$ cat config.mk
export PLATFORM = sky130hd
export DESIGN_NAME = alu_arbiter
export DESIGN_NICKNAME = d
export VERILOG_FILES = /design/src/rtl/alu_arbiter.sv
export SDC_FILE = /design/constraint.sdc
export NUM_CORES = 1
export LEC_CHECK = 0
export BUFFER_PORTS_ARGS = -buffer_cell sky130_fd_sc_hd__buf_2
export CAP_MARGIN = 20
export CORE_MARGIN = 10
export CORE_UTILIZATION = 48
export CTS_CLUSTER_SIZE = 28
export DETAILED_ROUTE_END_ITERATION = 10
export GPL_TIMING_DRIVEN = 0
export PLACE_DENSITY_LB_ADDON = 0.12
export SLEW_MARGIN = 20
export SYNTH_ARGS = -nofsm -noshare
export SYNTH_HDL_FRONTEND = slang
export SYNTH_SLANG_ARGS = --single-unit
$ cat constraint.sdc
create_clock -name clk_i -period 4.6 [get_ports clk_i]
set_input_delay 0.46 -clock clk_i [delete_from_list [all_inputs] [get_ports clk_i]]
set_output_delay 0.46 -clock clk_i [all_outputs]
set_load 0.01 [all_outputs]
$ cat src/rtl/alu_arbiter.sv
// Two-requester arbiter/sequencer for the shared 32-bit ALU: grant, hold operands ALU_LAT cycles, return result.
// Define ALU_ARB_RR_EN for round-robin arbitration; otherwise requester 0 has fixed priority.
module alu_arbiter #(
    parameter int ALU_LAT = 1
) (
    input  logic        clk_i,
    input  logic        rst_i,
    input  logic        req0_valid_i,
    output logic        req0_ready_o,
    input  logic [31:0] req0_src1_i,
    input  logic [31:0] req0_src2_i,
    input  logic [3:0]  req0_ctrl_i,
    input  logic        req1_valid_i,
    output logic        req1_ready_o,
    input  logic [31:0] req1_src1_i,
    input  logic [31:0] req1_src2_i,
    input  logic [3:0]  req1_ctrl_i,
    output logic [31:0] alu_src1_o,
    output logic [31:0] alu_src2_o,
    output logic [3:0]  alu_ctrl_o,
    input  logic [31:0] alu_result_i,
    output logic        rsp_valid_o,
    input  logic        rsp_ready_i,
    output logic        rsp_id_o,
    output logic [31:0] rsp_result_o,
    output logic        rsp_zero_o,
    output logic [1:0]  dbg_state_o
);

    typedef enum logic [1:0] {
        IDLE = 2'd0,
        EXEC = 2'd1,
        RESP = 2'd2
    } state_t;

    localparam logic [1:0] LAT_LAST = 2'(ALU_LAT - 1);

    state_t      r_state;
    logic [1:0]  r_lat_cnt;
    logic        r_last_id;
    logic        r_id;
    logic [31:0] r_src1;
    logic [31:0] r_src2;
    logic [3:0]  r_ctrl;
    logic        r_rsp_valid;
    logic        r_rsp_id;
    logic [31:0] r_rsp_result;
    logic        r_rsp_zero;

    logic        w_grant0;
    logic        w_grant1;
    logic        w_idle;

    // Requests are accepted only in IDLE, in any cycle where valid && ready.
    always_comb begin
        w_grant1 = 1'b0;
`ifdef ALU_ARB_RR_EN
        w_grant1 = req1_valid_i && (!req0_valid_i || (r_last_id == 1'b0));
`else
        w_grant1 = req1_valid_i && !req0_valid_i;
`endif
        w_grant0 = req0_valid_i && !w_grant1;
    end

    assign w_idle       = (r_state == IDLE);
    assign req0_ready_o = w_idle && w_grant0;
    assign req1_ready_o = w_idle && w_grant1;

    always_ff @(posedge clk_i or posedge rst_i) begin
        if (rst_i) begin
            r_state      <= IDLE;
            r_lat_cnt    <= 2'd0;
            r_last_id    <= 1'b1;
            r_id         <= 1'b0;
            r_src1       <= 32'h0;
            r_src2       <= 32'h0;
            r_ctrl       <= 4'h0;
            r_rsp_valid  <= 1'b0;
            r_rsp_id     <= 1'b0;
            r_rsp_result <= 32'h0;
            r_rsp_zero   <= 1'b0;
        end else begin
            case (r_state)
                IDLE: begin
                    if (w_grant0 || w_grant1) begin
                        r_src1    <= w_grant1 ? req1_src1_i : req0_src1_i;
                        r_src2    <= w_grant1 ? req1_src2_i : req0_src2_i;
                        r_ctrl    <= w_grant1 ? req1_ctrl_i : req0_ctrl_i;
                        r_id      <= w_grant1;
                        r_last_id <= w_grant1;
                        r_lat_cnt <= 2'd0;
                        r_state   <= EXEC;
                    end
                end
                EXEC: begin
                    r_lat_cnt <= r_lat_cnt + 2'd1;
                    if (r_lat_cnt == LAT_LAST) begin
                        r_rsp_result <= alu_result_i;
                        r_rsp_zero   <= (alu_result_i == 32'h0);
                        r_rsp_id     <= r_id;
                        r_rsp_valid  <= 1'b1;
                        r_state      <= RESP;
                    end
                end
                RESP: begin
                    if (rsp_ready_i) begin
                        r_rsp_valid <= 1'b0;
                        r_state     <= IDLE;
                    end
                end
                default: r_state <= IDLE;
            endcase
        end
    end

    assign alu_src1_o   = r_src1;
    assign alu_src2_o   = r_src2;
    assign alu_ctrl_o   = r_ctrl;
    assign rsp_valid_o  = r_rsp_valid;
    assign rsp_id_o     = r_rsp_id;
    assign rsp_result_o = r_rsp_result;
    assign rsp_zero_o   = r_rsp_zero;
    assign dbg_state_o  = r_state;

endmodule

# After elaboration in Yosys (flattened, before gate mapping)
# Index checks and enable logic that the tools add are counted.
# Widths: inputs -> output; s select.
op_classes:
  addsub: 1
  n_eq_ne: 5
  reduce_logical: 17
  n_mux: 12
ops:
  columns: ["cell", "n"]
  rows:
  - ["$mux 32", 2]
  - ["$logic_not 32->1", 1]
  - ["$mux 2", 4]
  - ["$pmux 2 s3", 1]
  - ["$reduce_and 2->1", 3]
  - ["$reduce_and 3->1", 2]
  - ["$logic_and 1x1->1", 4]
  - ["$logic_not 2->1", 2]
  - ["$mux 4", 1]
  - ["$ne 2x2->1 const B", 2]
  - ["$pmux 2 s2", 1]
  - ["$reduce_bool 2->1", 2]
  - ["$add 2x1->2 const B", 1]
  - ["$eq 2x1->1 const B", 1]
  - ["$eq 2x2->1 const B", 1]
  - ["$logic_not 1->1", 2]
  - ["$mux 1", 2]
  - ["$ne 2x1->1 const B", 1]
  - ["$pmux 1 s2", 1]
  - ["$logic_or 1x1->1", 1]
word_totals:
  out_inout_bits: 107
  register_bits: 108
  inputBits: 173

# Longest topological paths before layout
# Gate-level depths: netlist (run 1).
logic_depth:
  depth_word: 7
  mapped_depth: 7
  ltp_nobuf: 5

# Worst setup path after synthesis (run 1)
# OpenSTA, ideal clock, no wires.
synth_path:
  path_type: "input -> register"
  startpoint: "in req1_valid_i"
  endpoint: "reg r_ctrl[1], in the netlist alu_ctrl_o[1]"
  setup_slack_ns: 2.937
  arrival_ns: 1.538
  n_path_buf: 3
  path_stages: 6
  path_cell_list: "nor2b_1 -> buf_6 -> buf_6 -> buf_6 -> mux2_4 -> mux2_4"
synth_between:
  elab_chain_cells: 5
synth_rtl:
  columns: ["item", "line_no", "rtl"]
  rows:
  - ["from (decl)", "13", "input logic req1_valid_i,"]
  - ["$logic_and 1x1->1 (*)", "60", "w_grant1 = req1_valid_i && !req0_valid_i;"]
  - ["$logic_not 1->1", "62", "w_grant0 = req0_valid_i && !w_grant1;"]
  - ["$logic_and 1x1->1", "62", null]
  - ["$logic_or 1x1->1", "85", "if (w_grant0 || w_grant1) begin"]
  - ["$reduce_and 2->1 (no line)", null, null]
  - ["to (signal assigned)", "88", "r_ctrl <= w_grant1 ? req1_ctrl_i : req0_ctrl_i;"]
  - ["to (decl)", "44", "logic [3:0] r_ctrl;"]
# Every way passes the cells marked *; elsewhere a longest branch is shown, timed or not.
# A chain may end at the register's enable or synchronous reset.

# Final worst setup path (run 1)
layout_path:
  startpoint: "in req0_valid_i"
  endpoint: "out req1_ready_o"
layout_between:
  elab_chain_cells: 3
layout_rtl:
  columns: ["item", "line_no", "rtl"]
  rows:
  - ["from (decl)", "8", "input logic req0_valid_i,"]
  - ["$logic_not 1->1", "60", null]
  - ["$logic_and 1x1->1", "60", null]
  - ["$logic_and 1x1->1", "67", "assign req1_ready_o = w_idle && w_grant1;"]
  - ["to (decl)", "14", "output logic req1_ready_o,"]
# No other way between the ends.

==> impl_metrics.toml, run 1 <==
[outcome]
status = "complete, no violations"

[placed_design]
hpwlAfterDp_mm = 12.0
preCtsSetupSlack_ns = 2.64
portBuffers = 279
dp.cells = 752
gp_congestion = 0.805
placed_area_sq_um = 6610

[worst_setup_path]
crit_type = "in -> out"
timing.critical_path.to_type = "primary output"
cp-start-kind = "input port"
worstPathArrival_ns = 1.50
critPathBufInv = 5
crit_fanout = 10
cpLargestDelayFamily = "buffers and inverters"
max_stage_delay_ns = 0.17
required_ns = 4.14
crit_top_cell = "buf_6"
crit_slowest_cell = "buf_6"
cp_cell_sequence = "buf_2 > nor2b_1 > buf_6 > buf_6 > buf_6 > and2_1 > buf_2"

[synthesis]
synthSimpleGateAreaFrac_pct = 2.57
syn_area_sq_um = 5010
async_reset_ff_share_pct = 100
synth_cells = 336
synth_ff_type = "dfrtp_1"
synth.distinct_cells = 24
synth_top_family_by_area = "multiplexers"
yosys-mux-area-fraction_pct = 38.8
ys_seq_area_share_pct = 54.0
synthTopCellsByArea = "dfrtp_1, mux2_2, mux2_4, buf_2, nor4_1"
synth_fa_ha_area_share_pct = 0.250
synth_compound_area_share_pct = 1.52
ys.warnings.count = 0
synthXorXnorAreaFrac_pct = 0
syn_nets = 510
synth.most_common_cell = "mux2_2"
synth-edff-count = 0
ys_ff_latch = 108
syn_avg_cell_area_sq_um = 14.9
synth_top_cell_by_area = "dfrtp_1"
synth_top_area_share_pct = 54.0
netlist_top_cells_count = "mux2_2, dfrtp_1, mux2_4"

[drt]
firstDrtPassIters = 4
ant_nets = 0
wl_per_cell_um = 18.6
routed_via_density = 4.92
drtIter0Drc = 112
routed_wirelength_mm = 14.3
num_vias = 3781
drc_errors = 0

[clock_tree]
clk_pin_slew_ns = 0.10
clock_latency_ns = 0.36
cts-buffers-inserted = 9
htreeDepth = 3
cts_setup_buffers = 0
clock-sinks = 108
cts.repair.resized = 0
cts_root_buffer = "clkbuf_8"
cts_tree = "done"
cts_hold_buf = 0
cts_buffer_depth = 2

[global_route]
grt_pass1_vias = 4254
grt_usage_pct = 18.6
grt_pass1_wl_mm = 22.1
grt.overflow.total = 0
antenna_found_initial = 1
grt_max_degree = 63

[sta]
worstMarginPinSlew_ns = 0.430
layout_min_cycle_time_ns = 1.96
report.final.slew_viol_count = 0
fin_ws_ns = 2.64
skew_ns = 0.0137
final_hold_viol_count = 0
setup_viol = 0
slew_headroom_pct = 71.3
finalCritPeriodShare_pct = 42.5
rsz0062_at_grt = "no"
hold_ws_ns = 0.106
fin_tns_setup_ns = 0
clock.fmax_mhz = 511

[die]
dieWidth_um = 122
start_util_pct = 48.9
dieArea_sq_um = 14900
rows = 37
die_h_um = 122
core-area_sq_um = 10200
num_io_pins = 280

[pwr]
ir_worst_vdd_mv = 0.330
p_leak_nw = 3.35
power.total_mw = 4.17
power_density_nw_per_um2 = 613

[layout]
fin_util_pct = 66.4
drive_gt1_share_pct = 76.7
instances_no_fill = 769
post-route-cell-area_sq_um = 6790
synthToLayoutAreaGrowth_pct = 35.7
final_nets = 801
fillers = 831

[hold_path]
hp-class = "in -> async"

[run]
drv_cap = 0
cells in the final DEF (no fill, tap or decap):
| master | count |
|---|---|
| inv_1 | 4 |
| ha_1 | 1 |
| mux2_2 | 151 |
| nor2b_1 | 1 |
| buf_2 | 294 |
| nand3b_1 | 1 |
| o22ai_1 | 1 |
| and2_1 | 2 |
| clkinv_2 | 1 |
| a22o_1 | 2 |
| clkbuf_8 | 10 |
| nand2_1 | 4 |
| o31ai_1 | 2 |
| nor2_1 | 2 |
| a21oi_1 | 3 |
| buf_6 | 4 |
| o21ai_0 | 3 |
| nand4_1 | 2 |
| clkinvlp_4 | 2 |
| nand3_1 | 1 |
| o21a_1 | 1 |
| diode_2 | 1 |
| buf_4 | 1 |
| inv_6 | 3 |
| clkinv_4 | 1 |
| buf_16 | 1 |
| nor4_1 | 8 |
| nor2_2 | 1 |
| nand2b_1 | 1 |
| dfrtp_1 | 108 |
| mux2_4 | 16 |
state kept, by name (all words and copies together) (netlist names):
signal and flops:
rsp_result_o 32, r_lat_cnt 2, rsp_zero_o 1, r_id 1, dbg_state_o 2, alu_src1_o 32, rsp_id_o 1, rsp_valid_o 1
alu_ctrl_o 4, alu_src2_o 32
final timing paths:
| check | startpoint | endpoint | slack (ns) | cells after the start |
|---|---|---|---|---|
| min in group clk_i | rsp_ready_i | dbg_state_o[1] | 0.29 | 2 |
| max | req0_valid_i | req1_ready_o | 2.64 | 7 |
| min reg2reg | rsp_zero_o | rsp_zero_o | 0.50 | 2 |
| max in group asynchronous | rst_i | alu_src1_o[4] | 3.87 | 3 |
| max reg2reg | dbg_state_o[0] | alu_src2_o[5] | 2.78 | 6 |
| min | rst_i | alu_src1_o[22] | 0.11 | 2 |
final cells by class:
cell class	instances	area, sq um	area share (%)
flip-flops and latches	108	2700	39.8
multi-input cells	203	2160	31.8
repair buffers	280	1420	21.0
well taps	136	170	2.51
clock buffers	10	138	2.03
plain buffers	20	128	1.88
clock inverters	6	46.3	0.682
inverters	5	23.8	0.350
diodes	1	2.50	0.0368
power breakdown:
group	total [mW]	internal (mW)	switching (mW)	leakage [nW]
clock network	0.538	0.216	0.322	0.0893
registers	1.67	1.44	0.237	1.27
logic	1.96	1.03	0.922	1.99
total	4.17	2.69	1.48	3.35
per-layer routing:
metal | up-vias | track usage, % | routed length, um
li1 | 1796 | - | -
met2 | 158 | 34.0 | 7590
met3 | 18 | 7.59 | 1460
met1 | 1809 | 18.7 | 5000
met4 | 0 | 5.89 | 238
met5 | - | 0 | 0
cells by family after synthesis:
kind of cell / count (synthesis)
AOI/OAI and AO/OA: 12
adders and majority gates: 1
buffers and inverters: 25
DFF: 108
muxes: 167
and+or+nand+nor: 23
Note: power is estimated with default switching activity, not from simulation.
==> run 2: changes to the inputs <==
- CORE_UTILIZATION: 48 -> 40
- clock period: 4.6 -> 1.7 ns (I/O delays scaled with it)
==> impl_metrics.toml, run 2 (synthesis results as in run 1) <==
[outcome]
status = "complete, no violations"

[worst_setup_path]
reg2reg_from = "r_lat_cnt[0]"
max_stage_delay_ns = 0.35
required_ns = 1.93
cp_cell_sequence = "inv_1 > ha_1 > nand3b_1 > clkbuf_4 > buf_4 > mux2_2"
startpoint = "r_lat_cnt[0]"
cp-start-kind = "flop"
crit_fanout = 10
worstPathArrival_ns = 1.83
reg2reg_depth = 6
crit_type = "reg -> reg"
crit_slowest_cell = "dfrtp_1"
timing.critical_path.to_type = "flop"

[layout]
diodes = 0
synthToLayoutAreaGrowth_pct = 40.5
final_cell_mix = "buf_2, mux2_2, dfrtp_1, mux2_4"
drive_gt1_share_pct = 76.9
final_nets = 804
mostFrequentLayoutCell = "buf_2"
fillers = 1078
seqCellArea_sq_um = 2710
multi_input_area_sq_um = 2160

[clock_tree]
clock_latency_ns = 0.35
cts_root_buffer = "clkbuf_16"
htreeDepth = 3
cts_tree = "done"
cts_buffer_depth = 2
cts-buffers-inserted = 9
clock-sinks = 108
clk_pin_slew_ns = 0.07

[sta]
report.final.slew_viol_count = 0
clock.fmax_mhz = 626
finalCritPeriodShare_pct = 93.9
rsz0062_at_grt = "yes"
setup_viol = 0
skew_ns = 0.00728
final_hold_viol_count = 0
worstMarginPinSlew_ns = 0.485
slew_headroom_pct = 67.6
layout_min_cycle_time_ns = 1.60
fin_tns_setup_ns = 0

[die]
die_h_um = 132
rows = 40
dieWidth_um = 132
start_util_pct = 41.3
num_io_pins = 280
core-area_sq_um = 12100
dieArea_sq_um = 17400

[pwr]
ir_worst_vdd_mv = 1.07
power_density_nw_per_um2 = 1720
power.total_mw = 12.1
p_leak_nw = 3.44

[drt]
drc_errors = 0
routed_wirelength_mm = 14.6
wl_per_cell_um = 18.2
drtIter0Drc = 157
routed_via_density = 4.70
num_vias = 3771
firstDrtPassIters = 4
ant_nets = 0

[hold_path]
hp-class = "in -> reg"
whs_path_depth = 2
min_from = "rsp_ready_i"

[global_route]
grt_pass1_wl_mm = 23.4
grt_max_degree = 35
grt.overflow.total = 0
antenna_found_initial = 0
grt_usage_pct = 16.7
grt_pass1_vias = 4405

[placed_design]
portBuffers = 279
hpwlAfterDp_mm = 12.3
gp_congestion = 0.753

[run]
drv_cap = 0
-- run 2: changes by cell type in the layout (fill, tap and decap cells not counted), moves of 2 or more --
cell       previous run  this run
buf_2               294       284
dfrtp_2               0         2
buf_4                 1         9
buf_12                0         4
inv_6                 3         0
dfrtp_1             108       106
clkbuf_8             10         2
clkbuf_16             0         9
-- run 2: layout make-up --
type	count	share of cell area, %
sequential	108	38.4
multi-input combinational	203	30.7
timing repair buffer	284	20.9
clock buffer	12	3.65
tap	168	2.99
buffer	19	2.24
clock inverter	4	0.676
inverter	5	0.320
-- run 2: timing repair --
item / CTS / global route
endpoints found under the hold margin: 17 / 0
endpoints found under the setup margin: 92 / 93
buffers inserted: 0 / 1
resized for setup: 8 / 13
hold buffers: 1 / 0
cloned: 0 / 0
-- run 2: worst paths after layout --
kind	end	slack (ns)
max reg2reg	rsp_result_o[26]	0.10
min in group asynchronous	alu_src1_o[8]	0.42
min	dbg_state_o[1]	0.02
min reg2reg	rsp_zero_o	0.48
max in group asynchronous	dbg_state_o[1]	0.53
max	rsp_result_o[26]	0.10
-- run 2: report_power, final --
part / internal (mW) / switching [mW] / total [mW] / leakage, nW
Clock: 1.22 / 0.911 / 2.13 / 0.149
Combinational: 2.91 / 2.52 / 5.43 / 2.02
Sequential: 3.90 / 0.615 / 4.51 / 1.27
Total: 8.02 / 4.05 / 12.1 / 3.44
-- run 2: stage by stage --
stage          cells  instance area (sq um)  setup slack (ns)  util, %  hold WS (ns)
6_report         803                   7040             0.104     58.1        0.0176
5_1_grt          803                   7040          -0.00877     58.1        0.0172
4_1_cts          802                   7000           0.00498     57.8       0.00246
3_5_place_dp     786                   6680            -0.168     55.1         0.215
3_3_place_gp     783                   6620            -0.502     54.6         0.360
2_1_floorplan    336                   5010            0.0609        -         0.256
-- run 2: worst max-delay path, delay by kind of cell (launching register included) --
family	cells	cell delay, ns
flip-flops	1	0.35
multiplexers	1	0.35
adder cells (fa/ha/maj)	1	0.22
AND/OR/NAND/NOR	1	0.09
buffers and inverters	3	0.47
-- run 2: routing by layer --
layer	track usage, %	part of all wire (%)
met1	18.0	38
met3	5.98	8.2
met5	0	0
met2	28.9	51
met4	6.86	2.2
==> run 3: changes to the inputs <==
- CORE_ASPECT_RATIO: default -> 0.9
==> impl_metrics.toml, run 3 (synthesis results as in run 1) <==
[drt]
firstDrtPassIters = 4
routed_via_density = 4.74
ant_nets = 0
wl_per_cell_um = 18.8
routed_wirelength_mm = 15.0
num_vias = 3779
drtIter0Drc = 81
drc_errors = 0

[worst_setup_path]
crit_fanout = 10
worstPathArrival_ns = 1.85
cp_cell_sequence = "nor2_4 > o21a_1 > buf_4 > buf_2 > mux2_2"
cp-start-kind = "flop"
timing.critical_path.to_type = "flop"
max_stage_delay_ns = 0.43
crit_type = "reg -> reg"
required_ns = 1.93
crit_slowest_cell = "dfrtp_2"

[clock_tree]
cts-buffers-inserted = 9
cts_buffer_depth = 2
clock_latency_ns = 0.35
clk_pin_slew_ns = 0.07
cts_root_buffer = "clkbuf_16"
cts_tree = "done"
clock-sinks = 108
htreeDepth = 3

[layout]
diodes = 0
final_cell_mix = "buf_2, mux2_2, dfrtp_1, mux2_4, clkbuf_16"
drive_gt1_share_pct = 76.8
synthToLayoutAreaGrowth_pct = 41.4
final_nets = 806
post-route-cell-area_sq_um = 7080
mostFrequentLayoutCell = "buf_2"

[outcome]
status = "complete, no violations"

[run]
drv_cap = 0

[global_route]
antenna_found_initial = 1
grt_usage_pct = 17.0
grt.overflow.total = 0
grt_max_degree = 35
grt_pass1_vias = 4292
grt_pass1_wl_mm = 23.2

[placed_design]
hpwlAfterDp_mm = 12.5
placed_area_sq_um = 6670
portBuffers = 279
gp_congestion = 0.826

[pwr]
ir_worst_vdd_mv = 1.03
power_density_nw_per_um2 = 1740
p_leak_nw = 3.46
power.total_mw = 12.3

[sta]
layout_min_cycle_time_ns = 1.62
final_hold_viol_count = 0
worstMarginPinSlew_ns = 0.347
report.final.slew_viol_count = 0
skew_ns = 0.00577
setup_viol = 0
rsz0062_at_grt = "no"
clock.fmax_mhz = 617
finalCritPeriodShare_pct = 95.3
slew_headroom_pct = 76.7

[die]
num_io_pins = 280
rows = 38
core-area_sq_um = 12200
die_h_um = 126
dieArea_sq_um = 17400
dieWidth_um = 138
start_util_pct = 41.1

[hold_path]
hp-class = "in -> reg"
run 3: changes by cell type in the layout (fill, tap and decap cells not counted), moves of 2 or more:
cell / previous run / this run
clkbuf_4: 1 / 5
clkinv_2: 2 / 0
buf_6: 4 / 6
buf_4: 9 / 3
run 3: routing by layer:
| layer | vias to the layer above | global-route usage [%] | routed length [um] |
|---|---|---|---|
| li1 | 1805 | - | - |
| met1 | 1793 | 17.6 | 5350 |
| met2 | 164 | 30.3 | 7720 |
| met3 | 15 | 8.19 | 1740 |
| met4 | 2 | 3.56 | 169 |
| met5 | - | 0 | 13 |
run 3: final timing paths:
path                                      start         endpoint  slack, ns  depth (start not counted)
worst max-delay path             dbg_state_o[0]    alu_src1_o[1]       0.08                          5
worst min-delay path            alu_result_i[0]  rsp_result_o[0]       0.07                          2
worst max register to register   dbg_state_o[0]    alu_src1_o[1]       0.08                          5
worst min register to register       rsp_zero_o       rsp_zero_o       0.49                          2
max in group asynchronous                 rst_i   alu_src2_o[25]       0.88                          4
min in group asynchronous                 rst_i     r_lat_cnt[1]       0.35                          3
run 3: worst max-delay path, delay by kind of cell, from the launching register on:
family / cells / cell delay, ns
AO/OA/AOI/OAI: 1 / 0.14
flip-flops: 1 / 0.43
AND/OR/NAND/NOR: 1 / 0.16
multiplexers: 1 / 0.37
buffers and inverters: 2 / 0.41
run 3: repair_timing:
item,in CTS,in global routing
setup endpoints to repair,95,85
hold buffers,2,0
setup buffers,1,1
gates cloned,0,0
gates resized for setup,6,15
hold endpoints to repair,10,0
run 3: per-stage QoR:
stage / std cells / hold WS, ns / utilization (%) / setup TNS, ns / worst slack, ns
floorplan: 336 / 0.256 / - / 0 / 0.0609
global placement: 775 / 0.359 / 54.3 / -60.59 / -0.525
detailed placement: 778 / 0.172 / 54.8 / -5.30 / -0.188
CTS: 797 / 0.0491 / 57.9 / -0.364 / -0.0299
global route: 797 / 0.0544 / 58.2 / 0 / 0.00574
finish: 797 / 0.0663 / 58.2 / 0 / 0.0802
run 3: area by class of cell:
type	instances	area, sq um
plain buffers	19	158
clock buffers	13	270
clock inverters	3	67.6
fillers	1043	5090
inverters	5	22.5
multi-input cells	203	2160
flip-flops and latches	108	2710
well taps	160	200
repair buffers	286	1490
run 3: power by group:
group,internal [mW],total (mW),switching (mW),leakage (nW)
combinational,2.91,5.46,2.55,2.03
clock,1.41,2.32,0.906,0.162
sequential,3.90,4.52,0.624,1.27
